===== config.mk =====
export PLATFORM = sky130hd
export DESIGN_NAME = branch_target_predictor
export DESIGN_NICKNAME = d
export VERILOG_FILES = /design/src/rtl/branch_target_predictor.sv
export SDC_FILE = /design/constraint.sdc
export NUM_CORES = 1
export LEC_CHECK = 0
export ABC_AREA = 1
export BUFFER_PORTS_ARGS = -buffer_cell sky130_fd_sc_hd__buf_4
export CAP_MARGIN = 20
export CORE_AREA = 2 2 202 204
export DETAILED_ROUTE_END_ITERATION = 7
export DIE_AREA = 0 0 204 206
export GPL_ROUTABILITY_DRIVEN = 1
export GPL_TIMING_DRIVEN = 1
export HOLD_SLACK_MARGIN = 0.1
export PLACE_DENSITY_LB_ADDON = 0.08
export SYNTH_ARGS = -nofsm -noshare
export SYNTH_HDL_FRONTEND = slang
export SYNTH_SLANG_ARGS = --single-unit

===== constraint.sdc =====
create_clock -name clk -period 7.69 [get_ports clk]
set_input_delay 0.769 -clock clk [delete_from_list [all_inputs] [get_ports clk]]
set_output_delay 0.769 -clock clk [all_outputs]
set_load 0.02 [all_outputs]

===== src/rtl/branch_target_predictor.sv =====
// branch_target_predictor: direct-mapped branch target buffer for the IF stage.
// Each entry holds valid, tag, target and a 2-bit saturating direction counter.
// Lookup on pc_IF is combinational. Training from the ID-stage resolver is
// registered on the rising edge of clk.
// Optional build macro BP_FWD_EN: when defined, a same-cycle update to the PC
// being fetched is bypassed onto the lookup outputs. When it is not defined,
// the outputs always come from registered state.
`ifndef WORD_SIZE
`define WORD_SIZE 16
`endif

module branch_target_predictor #(
  parameter int ENTRY_BITS = 4,
  parameter int TAG_BITS   = `WORD_SIZE - ENTRY_BITS
) (
  input  logic                  clk,
  input  logic                  reset,
  input  logic [`WORD_SIZE-1:0] pc_IF,
  output logic                  pred_taken,
  output logic                  pred_hit,
  output logic [`WORD_SIZE-1:0] pred_pc_next,
  input  logic                  upd_valid,
  input  logic [`WORD_SIZE-1:0] upd_pc,
  input  logic [`WORD_SIZE-1:0] upd_target,
  input  logic                  upd_taken,
  input  logic                  upd_uncond
);

  localparam int ENTRIES = 1 << ENTRY_BITS;
  localparam int W       = `WORD_SIZE;
  localparam logic [W-1:0] PC_INC = W'(1);

  logic                valid_q  [ENTRIES];
  logic [TAG_BITS-1:0] tag_q    [ENTRIES];
  logic [W-1:0]        target_q [ENTRIES];
  logic [1:0]          ctr_q    [ENTRIES];

  logic [ENTRY_BITS-1:0] upd_idx;
  logic [TAG_BITS-1:0]   upd_tag;
  logic                  upd_hit;
  logic                  upd_we;
  logic                  nxt_valid;
  logic [TAG_BITS-1:0]   nxt_tag;
  logic [W-1:0]          nxt_target;
  logic [1:0]            nxt_ctr;

  logic [ENTRY_BITS-1:0] lk_idx;
  logic [TAG_BITS-1:0]   lk_tag_pc;
  logic                  lk_valid;
  logic [TAG_BITS-1:0]   lk_tag;
  logic [W-1:0]          lk_target;
  logic [1:0]            lk_ctr;

  assign upd_idx = upd_pc[ENTRY_BITS-1:0];
  assign upd_tag = upd_pc[W-1:ENTRY_BITS];
  assign upd_hit = valid_q[upd_idx] && (tag_q[upd_idx] == upd_tag);

  // Next contents of the entry addressed by upd_pc. Defaults to the stored
  // entry, so a not-taken miss (no allocation) leaves everything unchanged.
  always_comb begin
    nxt_valid  = valid_q[upd_idx];
    nxt_tag    = tag_q[upd_idx];
    nxt_target = target_q[upd_idx];
    nxt_ctr    = ctr_q[upd_idx];
    upd_we     = 1'b0;
    if (upd_valid) begin
      if (!upd_hit) begin
        if (upd_taken) begin
          upd_we     = 1'b1;
          nxt_valid  = 1'b1;
          nxt_tag    = upd_tag;
          nxt_target = upd_target;
          nxt_ctr    = upd_uncond ? 2'b11 : 2'b10;
        end
      end else if (upd_taken) begin
        upd_we     = 1'b1;
        nxt_target = upd_target;
        if (upd_uncond || ctr_q[upd_idx] == 2'b11) nxt_ctr = 2'b11;
        else                                       nxt_ctr = ctr_q[upd_idx] + 2'd1;
      end else begin
        // An unconditional flag with taken=0 is meaningless, so it is trained
        // as an ordinary not-taken outcome.
        upd_we = 1'b1;
        if (ctr_q[upd_idx] == 2'b00) nxt_ctr = 2'b00;
        else                         nxt_ctr = ctr_q[upd_idx] - 2'd1;
      end
    end
  end

  // Table storage. Reset wins over any update presented in the same cycle.
  always_ff @(posedge clk) begin
    if (reset) begin
      for (int i = 0; i < ENTRIES; i++) begin
        valid_q[i]  <= 1'b0;
        tag_q[i]    <= '0;
        target_q[i] <= '0;
        ctr_q[i]    <= 2'b01;
      end
    end else if (upd_we) begin
      valid_q[upd_idx]  <= nxt_valid;
      tag_q[upd_idx]    <= nxt_tag;
      target_q[upd_idx] <= nxt_target;
      ctr_q[upd_idx]    <= nxt_ctr;
    end
  end

  assign lk_idx    = pc_IF[ENTRY_BITS-1:0];
  assign lk_tag_pc = pc_IF[W-1:ENTRY_BITS];

`ifdef BP_FWD_EN
  logic fwd_sel;
  assign fwd_sel = upd_valid && (upd_pc == pc_IF);

  // Lookup entry, with the in-flight update bypassed when it targets pc_IF.
  always_comb begin
    lk_valid  = fwd_sel ? nxt_valid  : valid_q[lk_idx];
    lk_tag    = fwd_sel ? nxt_tag    : tag_q[lk_idx];
    lk_target = fwd_sel ? nxt_target : target_q[lk_idx];
    lk_ctr    = fwd_sel ? nxt_ctr    : ctr_q[lk_idx];
  end
`else
  // Lookup entry straight from registered state.
  always_comb begin
    lk_valid  = valid_q[lk_idx];
    lk_tag    = tag_q[lk_idx];
    lk_target = target_q[lk_idx];
    lk_ctr    = ctr_q[lk_idx];
  end
`endif

  // Prediction outputs; fall-through wraps modulo the word size.
  always_comb begin
    pred_hit     = lk_valid && (lk_tag == lk_tag_pc);
    pred_taken   = pred_hit && lk_ctr[1];
    pred_pc_next = pred_taken ? lk_target : (pc_IF + PC_INC);
  end

endmodule


==> impl_results.md <==
- Status: finished clean
- Kind of critical path: in2out
- Via density: 6.40
- Min setup slack post-route: 2070 ps
- Max Fclk: 178 MHz
- Syn_area_per_cell: 8.79 µm²
- EDFF count, synth: 496
- Worst Setup Start Kind: input port
- RSZ-0062 raised after global routing: no
- Multi-input logic area: 9440 µm²
- Layout cell share with drive strength beyond 1: 7.50%
- Post-CTS Resized: 0
- Peak fanout along the critical path: 181
- Antenna violations before repair: 2
- CTS sink count: 496
- Mux contribution to synthesized area: 0%
- Fin nets: 2938
- Worst slack at placement: 1700 ps
- Avg WL per Cell: 23.3 µm
- DPL Wire Length: 50900 µm
- Vias in the first global route: 19874
- Largest family of logic cells by synthesized area: simple AND/OR/NAND/NOR gates
- Post-synthesis simple-gate area fraction: 23.6%
- Total GRT Usage: 38.2%
- DR pass1 iterations: 6
- Count leader, synth: nor2_1
- DRC: 0
- Critical path arrival: 4860 ps
- First-pass GRT wire length: 120000 µm
- Sequential share of the synthesized area: 57.5%
- Power Density: 228 nW/µm²
- Cell Area, Synth: 25900 µm²
- Worst setup EP type: output pin
- Post-CTS Hold Fix Bufs: 0
- IO Pins: 71
- Worst Path Required: 6920 ps
- Worst hold path class: in2reg
- Period utilization: 73.1%
- Compound-cell area share of the yosys netlist: 12.0%
- Number of max-cap violations: 0
- Post-Layout Cell Count: 3455
- Minimum clock period: 5620 ps
- IO buf count: 70
- Floorplan row count: 74
- TritonCTS clock tree: done
- CTS Buffer Depth: 3
- Ys Warns: 0
- Final ANT Viol Nets: 0
- Post-placement cell count: 3360
- First DRT Iteration DRCs: 3504
- Static leakage power: 11.0 nW
- Top cells by area, synth: edfxtp_1 58%, nor2_1 10%, nand2_1 9.6%, o21ai_0 6.0%, inv_1 2.0%
- Die width: 204 µm
- Synth top area share: 57.5%
- Post-Synthesis Cells: 2946
- Setup repair bufs after CTS: 0
- Final hold viol count: 0
- Routed wire length: 80600 µm
- Clock slew at reported path FFs: 60 ps
- Synth async-reset ratio: 0%
- Main synth FF type: edfxtp_1
- Mapped Nets: 3002
- Synth Register Bits: 496
- DIE HEIGHT: 206 µm
- RD Place Congestion: 0.975
- Syn-to-layout area delta: 8.17%
- Core Area: 40200 µm²
- Initial core utilization: 64.4%
- Die area: 42000 µm²
- Post-Synth Adder-Cell Area: 0.145%
- Synth cell count leaders: 723 x nor2_1, 661 x nand2_1, 496 x edfxtp_1
- Register Area: 14900 µm²
- Hold Slack: 812 ps
- Routed via count: 22125
- Slew @ Worst Pin: 1220 ps
- Total congestion overflow: 0
- Peak supply drop: 0.178 mV
- Inserted Clock Buffers: 49
- Slew Viols, Final: 0
- Unique cell type count in the Yosys netlist: 40
- Skew final: 41.0 ps
- Slew margin rel.: 18.9%
- Xor/xnor share of the synthesized area: 0.473%
- Cell taking the most area after synthesis: edfxtp_1
- Clk_lat worst skew: 610 ps
- # setup viols final: 0
- Largest net degree at the start of global routing: 182
- H-Tree Depth: 2
- # fillers: 3142
- Clock root buffer: clkbuf_16
- Setup TNS: 0 ps
cells in the final DEF (no fill, tap or decap), drive strengths merged:
cell type / count
nor2: 732
nand2: 663
edfxtp: 496
o21ai: 324
inv: 142
buf: 104
nand3: 88
a21oi: 85
clkbuf: 56
o22ai: 41
o211ai: 31
nand4: 27
o221ai: 22
clkinv: 21
a22oi: 19
xor2: 14
a32o: 8
bufinv: 8
o211a: 5
a221oi: 5
o21bai: 5
clkinvlp: 5
nor3: 5
a31oi: 3
and2: 3
ha: 3
diode: 2
nand3b: 2
nor4: 2
a22o: 2
power by group:
group / internal, mW / switching (mW)
combinational: 0.186 / 0.575
clock: 1.44 / 1.06
sequential: 3.09 / 0.0457
worst paths after layout:
check | from | end | slack (ps) | cells after the start
setup reg to reg | tag_q[11][3] | tag_q[9][9] | 3680 | 15
setup / recovery | pc_IF[0] | pred_pc_next[15] | 2070 | 11
hold reg to reg | tag_q[14][5] | tag_q[12][5] | 1210 | 10
hold / removal | upd_target[1] | target_q[12][1] | 810 | 3
state kept, by name, indices dropped and copies added, names as in the netlist:
signal,count
target_q,256
tag_q,192
valid_q,16
ctr_q,32
cell families after synthesis:
family                   after synthesis
AND/OR/NAND/NOR                     1522
AO/OA/AOI/OAI                        550
flip-flops                           496
buffers and inverters                361
XOR/XNOR                              14
adder cells (fa/ha/maj)                3
per-stage QoR:
step                cell area (µm²)  power [mW]  utilization, %
global placement              26300        3.90            65.5
global route                  28000        6.54            69.7
floorplan                     25900        3.64               -
detailed placement            26300        3.92            65.5
finish                        28000        6.40            69.7
CTS                           28000        6.35            69.6
worst max-delay path, stage by stage:
cell	delay (ps)
buf_4	230
inv_8	660
buf_4	510
nand2_1	120
a32o_1	250
nand2_1	50
o21ai_0	120
a31oi_1	600
nand3_2	660
o21ai_1	490
buf_4	210
cell type report:
class                           instances  share of cell area, %
Antenna cell                            2                 0.0179
Clock buffer                           56                   4.47
Clock inverter                         34                   1.35
Inverter                              142                   1.93
Multi-Input combinational cell       2089                   33.7
Sequential cell                       496                   53.2
Tap cell                              532                   2.38
Timing Repair Buffer                  104                   2.99
routing by layer:
layer | share of wire (%) | vias to the layer above | routed length (µm) | GRT usage (%)
met2 | 44 | 1715 | 35400 | 57.2
met4 | 3.6 | 0 | 2920 | 13.6
met5 | 0 | - | 0 | 0
met3 | 15 | 207 | 12000 | 8.59
li1 | - | 9812 | - | -
met1 | 37 | 10391 | 30200 | 55.2
Note: power is estimated with default switching activity, not from simulation.
